===== config.mk =====
export PLATFORM = sky130hd
export DESIGN_NAME = sync_fifo_flat
export DESIGN_NICKNAME = d
export VERILOG_FILES = /design/src/rtl/sync_fifo_if.sv /design/src/rtl/sync_fifo.sv /design/src/flat_wrapper.sv
export SDC_FILE = /design/constraint.sdc
export NUM_CORES = 1
export LEC_CHECK = 0
export CORE_MARGIN = 2
export CORE_UTILIZATION = 68
export CTS_BUF_LIST = sky130_fd_sc_hd__clkbuf_4
export CTS_CLUSTER_DIAMETER = 60
export CTS_CLUSTER_SIZE = 20
export DETAILED_ROUTE_END_ITERATION = 10
export GPL_ROUTABILITY_DRIVEN = 0
export PLACE_DENSITY_LB_ADDON = 0.3
export SLEW_MARGIN = 0
export SYNTH_ARGS = -nofsm -noshare
export SYNTH_HDL_FRONTEND = slang
export SYNTH_SLANG_ARGS = --single-unit

===== constraint.sdc =====
create_clock -name clk -period 5.9 [get_ports clk]
set_input_delay 1.18 -clock clk [delete_from_list [all_inputs] [get_ports clk]]
set_output_delay 1.18 -clock clk [all_outputs]
set_load 0.02 [all_outputs]

===== src/rtl/sync_fifo_if.sv =====
// sync_fifo_if: FIFO bus between a driver (master) and the sync_fifo (slave).
// Carries chip-select, write/read enables, write data, registered read data,
// occupancy and status/error flags.
interface sync_fifo_if #(
   parameter int DATA_W = 32,
   parameter int DEPTH  = 16
);
   localparam int CNT_W = $clog2(DEPTH) + 1;

   logic              cs;
   logic              wr_en;
   logic              rd_en;
   logic [DATA_W-1:0] data_in;
   logic [DATA_W-1:0] data_out;
   logic              full;
   logic              empty;
   logic              almost_full;
   logic              almost_empty;
   logic [CNT_W-1:0]  count;
   logic              overflow;
   logic              underflow;

   modport master (
      output cs, wr_en, rd_en, data_in,
      input  data_out, full, empty, almost_full, almost_empty, count,
             overflow, underflow
   );

   modport slave (
      input  cs, wr_en, rd_en, data_in,
      output data_out, full, empty, almost_full, almost_empty, count,
             overflow, underflow
   );
endinterface


===== src/rtl/sync_fifo.sv =====
// sync_fifo: single-clock FIFO with registered read data, occupancy count,
// almost-full/almost-empty thresholds and optional sticky error flags.
// Define SYNC_FIFO_ERR_FLAGS_EN to build the overflow/underflow registers;
// without it both flags are tied low. Every output comes from a register.
module sync_fifo #(
   parameter int DATA_W   = 32,
   parameter int DEPTH    = 16,
   parameter int AF_LEVEL = DEPTH - 2,
   parameter int AE_LEVEL = 2
) (
   input logic        clk,
   input logic        rst,
   sync_fifo_if.slave bus
);
   localparam int PTR_W = $clog2(DEPTH);
   localparam int CNT_W = PTR_W + 1;

   localparam logic [CNT_W-1:0] FULL_CNT = CNT_W'(DEPTH);
   localparam logic [CNT_W-1:0] AF_CNT   = CNT_W'(AF_LEVEL);
   localparam logic [CNT_W-1:0] AE_CNT   = CNT_W'(AE_LEVEL);

   logic [DATA_W-1:0] mem [DEPTH];
   logic [PTR_W-1:0]  wptr;
   logic [PTR_W-1:0]  rptr;
   logic [CNT_W-1:0]  count_q;
   logic [CNT_W-1:0]  count_nxt;
   logic [DATA_W-1:0] dout_q;
   logic              full_q;
   logic              empty_q;
   logic              af_q;
   logic              ae_q;
   logic              wr_acc;
   logic              rd_acc;

   // A read needs data; a write needs room, or a read freeing a slot this edge.
   assign rd_acc = bus.cs & bus.rd_en & ~empty_q;
   assign wr_acc = bus.cs & bus.wr_en & (~full_q | rd_acc);

   // Next occupancy: moves only when exactly one side is accepted.
   always_comb begin
      // NOTE: default assignment first so every path drives count_nxt; otherwise a latch is inferred.
      count_nxt = count_q;
      if (wr_acc && !rd_acc) begin
         count_nxt = count_q + CNT_W'(1);
      end else if (rd_acc && !wr_acc) begin
         count_nxt = count_q - CNT_W'(1);
      end
   end

   // Storage array: written on every accepted write.
   // NOTE: the array has no reset so it can map onto RAM; no location is read before it has been written.
   always_ff @(posedge clk) begin
      if (wr_acc) begin
         mem[wptr] <= bus.data_in;
      end
   end

   // Pointers, occupancy, read data and status flags; flags follow count_nxt so they move with count.
   // When full with a simultaneous write and read, wptr == rptr and the read still sees the old word.
   always_ff @(posedge clk or posedge rst) begin
      // NOTE: non-blocking assignments for all state so every register samples pre-edge values.
      if (rst) begin
         wptr    <= '0;
         rptr    <= '0;
         count_q <= '0;
         dout_q  <= '0;
         full_q  <= 1'b0;
         empty_q <= 1'b1;
         af_q    <= 1'b0;
         ae_q    <= 1'b1;
      end else begin
         if (wr_acc) begin
            wptr <= wptr + PTR_W'(1);
         end
         if (rd_acc) begin
            rptr   <= rptr + PTR_W'(1);
            dout_q <= mem[rptr];
         end
         count_q <= count_nxt;
         full_q  <= (count_nxt == FULL_CNT);
         empty_q <= (count_nxt == '0);
         af_q    <= (count_nxt >= AF_CNT);
         ae_q    <= (count_nxt <= AE_CNT);
      end
   end

`ifdef SYNC_FIFO_ERR_FLAGS_EN
   logic overflow_q;
   logic underflow_q;

   // Sticky error flags: a dropped write or a read of an empty FIFO, cleared only by reset.
   always_ff @(posedge clk or posedge rst) begin
      if (rst) begin
         overflow_q  <= 1'b0;
         underflow_q <= 1'b0;
      end else begin
         if (bus.cs && bus.wr_en && full_q && !rd_acc) begin
            overflow_q <= 1'b1;
         end
         if (bus.cs && bus.rd_en && empty_q) begin
            underflow_q <= 1'b1;
         end
      end
   end

   assign bus.overflow  = overflow_q;
   assign bus.underflow = underflow_q;
`else
   assign bus.overflow  = 1'b0;
   assign bus.underflow = 1'b0;
`endif

   assign bus.data_out     = dout_q;
   assign bus.count        = count_q;
   assign bus.full         = full_q;
   assign bus.empty        = empty_q;
   assign bus.almost_full  = af_q;
   assign bus.almost_empty = ae_q;

endmodule


===== src/flat_wrapper.sv =====
// flat-port wrapper written by rule: the top's interface ports become plain ports
module sync_fifo_flat 
#(
   parameter int DATA_W   = 32,
   parameter int DEPTH    = 16,
   parameter int AF_LEVEL = DEPTH - 2,
   parameter int AE_LEVEL = 2
)
  (clk, rst, bus_cs, bus_wr_en, bus_rd_en, bus_data_in, bus_data_out, bus_full, bus_empty, bus_almost_full, bus_almost_empty, bus_count, bus_overflow, bus_underflow);
  sync_fifo_if #(.DATA_W(DATA_W), .DEPTH(DEPTH)) bus_i ();
  input logic clk;
  input logic rst;
  input wire logic [$bits(bus_i.cs)-1:0] bus_cs;
  input wire logic [$bits(bus_i.wr_en)-1:0] bus_wr_en;
  input wire logic [$bits(bus_i.rd_en)-1:0] bus_rd_en;
  input wire logic [$bits(bus_i.data_in)-1:0] bus_data_in;
  output wire logic [$bits(bus_i.data_out)-1:0] bus_data_out;
  output wire logic [$bits(bus_i.full)-1:0] bus_full;
  output wire logic [$bits(bus_i.empty)-1:0] bus_empty;
  output wire logic [$bits(bus_i.almost_full)-1:0] bus_almost_full;
  output wire logic [$bits(bus_i.almost_empty)-1:0] bus_almost_empty;
  output wire logic [$bits(bus_i.count)-1:0] bus_count;
  output wire logic [$bits(bus_i.overflow)-1:0] bus_overflow;
  output wire logic [$bits(bus_i.underflow)-1:0] bus_underflow;
  assign bus_i.cs = bus_cs;
  assign bus_i.wr_en = bus_wr_en;
  assign bus_i.rd_en = bus_rd_en;
  assign bus_i.data_in = bus_data_in;
  assign bus_data_out = bus_i.data_out;
  assign bus_full = bus_i.full;
  assign bus_empty = bus_i.empty;
  assign bus_almost_full = bus_i.almost_full;
  assign bus_almost_empty = bus_i.almost_empty;
  assign bus_count = bus_i.count;
  assign bus_overflow = bus_i.overflow;
  assign bus_underflow = bus_i.underflow;
  sync_fifo #(.DATA_W(DATA_W), .DEPTH(DEPTH), .AF_LEVEL(AF_LEVEL), .AE_LEVEL(AE_LEVEL)) u_core (.clk(clk), .rst(rst), .bus(bus_i));
endmodule

# Word-level counts from Yosys, hierarchy flattened
# Memories as Yosys holds them, arrays and structs flattened. A register that Yosys moved wholly into a read port is not among the register bits.
# Index checks and enable logic that the tools add are counted.
[word_totals]
register_bits = 17
ram_bits = 512
n_memories = 1
[classes]
addsub = 4
magnitude_cmp = 2
n_eq_ne = 1
n_mux = 4
n_bitwise = 7
reduce_logical = 5
[memory_table]
columns = ["memory", "depth", "width", "read_ports", "rd_clocked_by_memory_dff", "wr", "line_no", "rtl"]
rows = [
  ["u_core.mem", 16, 32, 1, 1, 1, "sync_fifo.sv:22", "logic [DATA_W-1:0] mem [DEPTH];"],
]
[op_table]
columns = ["cell", "count"]
rows = [
  ["$mux W5", 2],
  ["$add A4 B1 Y4 const B", 2],
  ["$add A5 B1 Y5 const B", 1],
  ["$eq A5 B5 Y1 const B", 1],
  ["$ge A5 B4 Y1 const B", 1],
  ["$le A5 B2 Y1 const B", 1],
  ["$logic_not A5 Y1", 1],
  ["$sub A5 B1 Y5 const B", 1],
  ["$and A1 B1 Y1", 4],
  ["$logic_and A1 B1 Y1", 2],
  ["$logic_not A1 Y1", 2],
  ["$mux W1", 2],
  ["$not A1 Y1", 2],
  ["$or A1 B1 Y1", 1],
]

# Longest topological paths before layout
# Gate-level depths: netlist of run 1.
[logic_depth]
depth_word = 9
ltp_mapped = 8
ltp_nobuf = 7

# Worst setup path after synthesis of run 1
# OpenSTA, ideal clock, no wires.
[synth_path]
path_kind = "input to register"
startpoint = "in bus_rd_en"
endpoint = "mem u_core.mem[3][0] (enable)"
arrival_time_ns = 4.089
required_time_ns = 5.439
slack_ns = 1.350
path_stages = 4
path_cell_list = "nand2b_1 a21oi_1 nand2_1 nor3_1"
[synth_via]
elab_chain_cells = 6
[synth_lines]
columns = ["element", "line_no", "rtl"]
rows = [
  ["start, declared", "flat_wrapper.sv:15", "input wire logic [$bits(bus_i.rd_en)-1:0] bus_rd_en;"],
  ["$and A1 B1 Y1 (2 in a row)", "sync_fifo.sv:36", "assign rd_acc = bus.cs & bus.rd_en & ~empty_q;"],
  ["$or A1 B1 Y1", "sync_fifo.sv:37", "assign wr_acc = bus.cs & bus.wr_en & (~full_q | rd_acc);"],
  ["$and A1 B1 Y1", "sync_fifo.sv:37", ""],
  ["$mux W1", "sync_fifo.sv:53", "if (wr_acc) begin"],
  ["$mux W1 (not written as such)", "sync_fifo.sv:54", "mem[wptr] <= bus.data_in;"],
  ["end, declared", "sync_fifo.sv:22", ""],
]
# Every way passes these cells.

# Final worst setup path of run 1
[layout_path]
startpoint = "in bus_cs"
endpoint = "mem u_core.mem[7][15] (enable)"
[layout_via]
elab_chain_cells = 6
word_cells_on_any_way = 7
classes_between = "mux (2); bitwise (5)"
[layout_lines]
columns = ["element", "line_no", "rtl"]
rows = [
  ["start, declared", "flat_wrapper.sv:13", "input wire logic [$bits(bus_i.cs)-1:0] bus_cs;"],
  ["$and A1 B1 Y1 (2 in a row)", "sync_fifo.sv:36", ""],
  ["$or A1 B1 Y1", "sync_fifo.sv:37", ""],
  ["$and A1 B1 Y1 (*)", "sync_fifo.sv:37", ""],
  ["$mux W1 (*)", "sync_fifo.sv:53", ""],
  ["$mux W1 (not written as such) (*)", "sync_fifo.sv:54", ""],
]
# Every way passes the cells marked *; elsewhere a longest branch is shown, timed or not.

==> impl.org, run 1 <==
** Routing
- First-pass iteration count of the detailed router :: 7
- Post-route ant nets :: 0
- Wires add up to roughly 42 mm.
- In the final routed layout, each cell accounts on average for between 20 and 30 um.
- Per-cell via count in the routed design :: 6.85
- For this run, design rule violations remaining after detail routing come to 0.
- Detailed routing inserted a total of roughly 10,000 vias.
- After the first detailed-routing iteration, the DRC count stood at between 1,000 and 1,500.

** Timing
- Setup repair after global routing left no endpoint under its margin.
- Sum of negative setup slack :: 0 ps
- Count of final setup violators :: 0
- The hold violation count in the final report is 0.
- At the pin with the least slew margin, the transition time is ~1400 ps.
- Final count of pins violating max slew :: 0
- The worst pin sits at a relative slew slack of between 8 and 9%.
- Highest clock frequency the design can meet :: about 0.27 GHz
- Subtracting the final worst setup slack from the clock period gives between 3000 and 4000 ps.
- Fin crit share :: 63.0%
- Final setup margin :: 2180 ps
- Skew final :: 45.9 ps

** Flow run
- Maxcap violations :: 0

** Die
- Standard-cell row count :: 65
- Die Y :: about 180 um
- The total area inside the core boundary comes to ~31,000 um^2.
- Die Footprint :: roughly 33,000 um^2
- Once the floorplan was initialized, standard cells occupied approximately 70% of the core.
- For this design the top-level I/O count stands at 80.
- In this run the horizontal extent of the chip is between 150 and 200 um.

** Clock tree
- Post-CTS timing repair inserted 0 buffers for setup.
- Number of H-tree levels :: 2
- In this run, CTS created clock tree buffers numbering 36.
- The tree is rooted in a sky130_fd_sc_hd__clkbuf_4.
- TritonCTS built the clock tree.
- Clock latency of the later-clocked register in the worst-skew pair :: 730 ps
- No sink is reached through more buffers than the 3 on the longest clock path.
- # clock sinks :: between 500 and 600
- Post-cts sizing count :: 0
- Clock Pin Slew Worst Setup and Hold Paths :: roughly 170 ps
- Hold-fix buffer count after cts :: 0

** Yosys
- EDFF count, synth :: between 500 and 600
- After synthesis, the cell types taking the most area are sky130_fd_sc_hd__edfxtp_1 (71%), sky130_fd_sc_hd__mux4_2 (12%), sky130_fd_sc_hd__dfrtp_1 (5.5%).
- Counting flops with an async set or reset pin after synthesis yields a share of ~8.7%.
- Leading post-synthesis cells by instance count :: sky130_fd_sc_hd__edfxtp_1 (512), sky130_fd_sc_hd__mux4_2 (118), sky130_fd_sc_hd__dfrtp_1 (47), sky130_fd_sc_hd__mux2i_1 (41), sky130_fd_sc_hd__nor3_1 (35)
- In this run, synthesis produced a sequential element count of 561.
- sky130_fd_sc_hd__edfxtp_1 takes more of the synthesized area than any other cell.
- Summing every instance area after synthesis gives 21,600 um^2.
- Number of warnings printed during yosys synthesis :: 0
- Synthesized area divided by synthesized cell count :: about 22 um^2
- Most used flip-flop cell after synthesis :: sky130_fd_sc_hd__edfxtp_1
- Number of library cell types mapped by synthesis :: 42
- The top cell type by area accounts for around 70% of the synthesized area.
- Fraction of the yosys area taken by sequential cells :: 77.0%
- Yosys instantiated no cell more often than sky130_fd_sc_hd__edfxtp_1.
- Post-Syn Instances :: 982

** Placed design
- Cell total after placement :: 1,423
- Number of buffers added on ports :: 77
- Pre-CTS worst setup slack :: approximately 1500 ps
- HPWL Detailed :: between 20 and 25 mm

** Layout
- Excluding fillers, the count of instances in the completed layout stands at about 1,500.
- The area growth from synthesis to layout is 8.06%.
- Layout cells sized above 1 :: between 20% and 30%
- Fill cell instance count of the final layout :: roughly 1,700
- In the final layout, flip-flops and latches occupy around 17,000 um^2.
- Total area of multi-input combinational cells :: ~4700 um^2
- Post-layout net count :: 1,103

** GRT
- Entering global routing, the biggest net connects 61 pins.
- The total overflow left after global routing is 0.
- The first global-routing pass estimated about 64 mm of wire.
- Global routing used around a quarter of the available tracks.
- Antenna violations before repair :: 1
- The number of global-route vias before repair was around 10,000.

** Setup path
- Critical path startpoint category :: input port
- Worst EP required :: 6230 ps
- Path type of the worst setup path :: input port to register
- The worst setup path is captured at a register.
- Along the worst path, the maximum fanout reaches 32.
- Data arrives at the worst endpoint at about 4000 ps.

** Run status
- The flow ran to the end, and the final reports show no timing, DRC or antenna violations.

** Power and ir drop
- VDD sags by at most between 0.3 and 0.4 mV.
- Dividing total power by cell area gives a power density of 410 nW/um^2.
- Leakage power :: between 7 and 8 nW

** Worst hold path
- The min-delay analysis places its worst path in the category register to register.
==> state kept, by name (all words and copies together), names as in the netlist <==
register	flops
u_core.wptr	4
u_core.bus.count	5
u_core.mem	512
u_core.bus.almost_empty	1
u_core.bus.almost_full	1
u_core.bus.data_out	32
u_core.bus.empty	1
u_core.rptr	4
u_core.bus.full	1
==> layout make-up <==
class	count	share of cell area, %
Sequential cell	561	71.3
Multi-Input combinational cell	362	20.4
Timing Repair Buffer	91	3.81
Tap cell	402	2.16
Clock buffer	51	1.64
Clock inverter	12	0.564
Inverter	7	0.113
Antenna cell	1	0.0107
==> metal layers <==
| metal | wire, um | GRT usage, % | part of all wire, % | vias to the layer above |
|---|---|---|---|---|
| met3 | 3130 | 3.73 | 7.4 | 78 |
| met5 | 0 | 0 | 0 | - |
| li1 | - | - | - | 4248 |
| met2 | 21400 | 43.7 | 51 | 542 |
| met1 | 16900 | 38.5 | 40 | 5321 |
| met4 | 895 | 6.61 | 2.1 | 0 |
==> cell usage in the layout (no fill, tap or decap), types with 3 or more instances in the layout <==
cell type                           n
sky130_fd_sc_hd__nand2b_1           3
sky130_fd_sc_hd__clkinv_1           4
sky130_fd_sc_hd__nor2_4            12
sky130_fd_sc_hd__a221o_1           20
sky130_fd_sc_hd__mux4_2           118
sky130_fd_sc_hd__nor3_2             4
sky130_fd_sc_hd__nor4_1             5
sky130_fd_sc_hd__dfrtp_1           43
sky130_fd_sc_hd__ha_1               7
sky130_fd_sc_hd__xnor2_1            9
sky130_fd_sc_hd__nor2_1             6
sky130_fd_sc_hd__clkbuf_4          51
sky130_fd_sc_hd__clkdlybuf4s50_1   77
sky130_fd_sc_hd__mux2i_1           41
sky130_fd_sc_hd__nand3_1            4
sky130_fd_sc_hd__edfxtp_1         512
sky130_fd_sc_hd__mux2_2            23
sky130_fd_sc_hd__mux4_1             9
sky130_fd_sc_hd__dfrtp_4            3
sky130_fd_sc_hd__a21oi_1           16
sky130_fd_sc_hd__nand2_1           17
sky130_fd_sc_hd__buf_4             13
sky130_fd_sc_hd__o21ai_0           13
sky130_fd_sc_hd__nor3_1            31
sky130_fd_sc_hd__inv_1              6
sky130_fd_sc_hd__nor3b_1            3
==> kinds of logic (layout without fill, tap and decap cells) <==
| kind of cell | Yosys count | after routing | share of synthesized area [%] |
|---|---|---|---|
| flip-flops | 561 | 561 | 77.0 |
| XOR/XNOR | 10 | 10 | 0.406 |
| AO/OA/AOI/OAI | 58 | 58 | 1.96 |
| AND/OR/NAND/NOR | 94 | 94 | 2.14 |
| multiplexers | 191 | 191 | 16.5 |
| buffers and inverters | 60 | 161 | 1.50 |
| adder cells (fa/ha/maj) | 7 | 7 | 0.406 |
| other | 1 | 3 | 0.0174 |
==> critical path, stage by stage <==
cell                              delay, ps
sky130_fd_sc_hd__clkdlybuf4s50_1        610
sky130_fd_sc_hd__nand2_1                170
sky130_fd_sc_hd__a21oi_1                580
sky130_fd_sc_hd__nand2_1                420
sky130_fd_sc_hd__nor2_4                1060
==> metrics by stage <==
stage | total power [W] | hold WS (ps) | utilization, % | cell area (um^2)
after floorplan | 0.00709 | 565 | - | 21600
after global placement | 0.00792 | 481 | 72.5 | 22800
after detailed placement | 0.00800 | 474 | 72.5 | 22800
after CTS | 0.00958 | 510 | 74.2 | 23300
after global routing | 0.00991 | 522 | 74.2 | 23300
final | 0.00954 | 518 | 74.2 | 23300
==> where the power goes <==
group / internal (W) / switching [W] / leakage (nW) / total, W
Clock: 0.000504 / 0.00113 / 0.290 / 0.00163
Combinational: 0.00144 / 0.00133 / 1.86 / 0.00277
Sequential: 0.00468 / 0.000450 / 5.21 / 0.00514
Total: 0.00663 / 0.00291 / 7.36 / 0.00954
==> path summary, 6_finish.rpt <==
check                                              from                      end  slack, ps  cells past startpoint
worst max-delay path                             bus_cs        u_core.mem[7][15]       2180                      5
worst min-delay path            u_core.bus.data_out[31]  u_core.bus.data_out[31]        520                      2
worst max register to register         u_core.bus.empty        u_core.mem[7][15]       2840                      4
worst min register to register  u_core.bus.data_out[31]  u_core.bus.data_out[31]        520                      2
max in group asynchronous                           rst           u_core.rptr[1]       4350                      3
min in group asynchronous                           rst  u_core.bus.data_out[18]        960                      3
(Power assumes the default switching activity.)
==> inputs of run 2 (changes only) <==
- CORE_UTILIZATION: 68 -> 63
- clock period: 5.9 -> 3.9 ns (I/O delays scaled with it)
==> impl.org, run 2 (synthesis gave the netlist of run 1 again) <==
** Timing
- Based on the critical path, the design can be clocked at up to ~0.36 GHz.
- Setup repair after global routing left no endpoint under its margin.
- The slew at the pin closest to its max-slew limit came to 926 ps (-441 ps).
- The summed negative setup slack over all endpoints is 0 ps (unchanged).
- The final worst slack came to 1100 ps (-1080 ps).
- Of the available clock period, the critical path in the final layout requires a little under three quarters.
- Worst rel slew slack :: 38.2% (+30 points)
- Final min period :: 2800 ps
- Count of final setup violators :: 0 (unchanged)
- Final count of pins violating max slew :: 0 (unchanged)
- The hold violation count in the final report is 0 (unchanged).
- The clock skew after layout was 50.1 ps (+4.21 ps).

** GRT
- Via count of the first global-routing pass :: 10,400 (-0.24%)
- GRT Total Usage :: 24.5% (-2.0 points)
- The number of antenna violations at the first check in global routing came to 1 (unchanged).
- Pin count of the biggest net entering global routing :: 57 (-6.6%)
- Remaining global-route overflow :: 0 (unchanged)
- Global-route wire length before repair :: 64.4 mm (+0.72%)

** Setup path
- Critical path startpoint category :: register
- CP Max Fanout :: 46 (+44%)
- Worst EP required :: 4540 ps (-1690 ps)
- Path type of the worst setup path :: register to register
- Critical path arrival :: 3440 ps (-600 ps)
- Endpoint kind of the worst setup timing path :: register

** Die
- The area inside the core boundary is 33,600 um^2 (+7.1%).
- The I/O pin count is 80 (unchanged).
- Die Footprint :: 35,700 um^2 (+7.8%)
- Standard-cell row count :: 67 (+3.1%)
- Initial standard-cell utilization of the core :: 64.1% (-4.5 points)
- The chip height came to 189 um (+3.8%).
- The die outline width came to 189 um (+3.8%).

** Clock tree
- Clock Pin Slew Worst Setup and Hold Paths :: 180 ps (about the same)
- The clock sink count came to 561 (unchanged).
- The H-tree depth is 2 (unchanged).
- Post-cts sizing count :: 0 (unchanged)
- Clock latency of the later-clocked register in the worst-skew pair :: 730 ps (about the same)
- The clock buffer count from CTS came to 36 (unchanged).
- Bufs on Longest Clock Path :: 3 (unchanged)
- Post-CTS Setup Repair Bufs :: 0 (unchanged)
- The total of hold buffers inserted after clock tree synthesis is 0 (unchanged).
- Cell at the root of the clock tree :: sky130_fd_sc_hd__clkbuf_4
- TritonCTS built the clock tree.

** Run status
- The flow ran to the end, but the final reports show violations.
- Failing checks :: design-rule violations

** Placed design
- HPWL Detailed :: 25.5 mm (+6.3%)
- Dpl cell area :: 23,200 um^2 (+1.9%)
- The placement-stage worst setup slack is 538 ps (-1000 ps).
- The total placed cells including tap cells is 1,506 (+5.8%).
- The number of buffers inserted by port buffering came to 77 (unchanged).

** Flow run
- The number of maximum-capacitance violations was 0 (unchanged).

** Layout
- Layout overhead on the synthesized area :: 9.95%
- The share of layout cells above drive strength 1 is 24.9% (+2.9 points).
- Biggest register :: u_core.mem
- In the layout the commonest cells are sky130_fd_sc_hd__edfxtp_1 (512), sky130_fd_sc_hd__mux4_2 (118), sky130_fd_sc_hd__clkdlybuf4s50_1 (77).
- Non-filler instance count after layout :: 1,572 (+5.7%)
- Leading cell type in the layout, fill and taps excluded :: sky130_fd_sc_hd__edfxtp_1
- Layout Cell Area excl Fill :: 23,700 um^2 (+1.7%)
- The number of flip-flops under the largest register name was 512 (unchanged).
- The number of nets in the layout came to 1,140 (+3.4%).

** Routing
- Post-route ant nets :: 0 (unchanged)
- Number of DRC violations after detailed routing :: 1 (+1)
- The average detailed-routed wire length per instance was 26.8 um (-6.0%).
- The number of vias per cell is 6.47 (-5.6%).
- Total wire length :: 42.1 mm (-0.62%)
- The DRC marker count from the first detailed-route iteration was 1,103 (-3.9%).
- The first-pass detailed-route iteration total is 8 (+1).
- Detailed-route via count :: 10,200 (-0.18%)

** Power and ir drop
- The total chip power is 0.0145 W (+52%).
- Leakage power :: 7.59 nW (+3.1%)
- The total power density per cell area was 610 nW/um^2 (+49%).
- Highest ir drop seen on vdd :: 0.451 mV (+50%)

** Worst hold path
- The worst hold path belongs to the class input port to asynchronous set/reset pin.
[run 2: layout make-up]
type | count | area, um^2
multi-input combinational | 362 | 4760
inverter | 7 | 26.3
clock inverter | 13 | 108
fill | 1921 | 9920
tap | 448 | 561
antenna | 1 | 2.50
clock buffer | 52 | 390
timing repair buffer | 128 | 1230
sequential | 561 | 16600
[run 2: worst paths after layout]
| kind | from | end | cells past startpoint | slack (ps) |
|---|---|---|---|---|
| worst max-delay path | u_core.rptr[0] | u_core.bus.data_out[23] | 4 | 1100 |
| worst min-delay path | rst | u_core.bus.data_out[9] | 2 | 400 |
| worst max register to register | u_core.rptr[0] | u_core.bus.data_out[23] | 4 | 1100 |
| worst min register to register | u_core.bus.data_out[31] | u_core.bus.data_out[31] | 2 | 510 |
| max in group asynchronous | rst | u_core.bus.almost_empty | 3 | 2670 |
| min in group clk | u_core.bus.data_out[31] | u_core.bus.data_out[31] | 2 | 510 |
[run 2: stage by stage]
stage,util (%),hold slack [ps]
2_1_floorplan,-,565
3_3_place_gp,69.0,464
3_5_place_dp,69.0,474
4_1_cts,70.5,360
5_1_grt,70.5,352
6_report,70.5,396
[run 2: layer usage]
layer | track usage [%] | vias up | routed length (um)
met4 | 4.87 | 0 | 563
met1 | 36.1 | 5431 | 17700
li1 | - | 4314 | -
met3 | 2.95 | 40 | 2400
met5 | 0 | - | 0
met2 | 40.7 | 386 | 21400
[run 2: power by group]
part           switching, W  internal [W]
combinational       0.00203       0.00228
clock               0.00168      0.000716
sequential         0.000672       0.00708
total               0.00438        0.0101
[run 2: worst max-delay path, stage by stage, from the launching register on]
cell and delay, ps:
sky130_fd_sc_hd__dfrtp_4 1070, sky130_fd_sc_hd__buf_4 380, sky130_fd_sc_hd__mux4_1 640, sky130_fd_sc_hd__mux2_2 280, sky130_fd_sc_hd__a221o_1 320
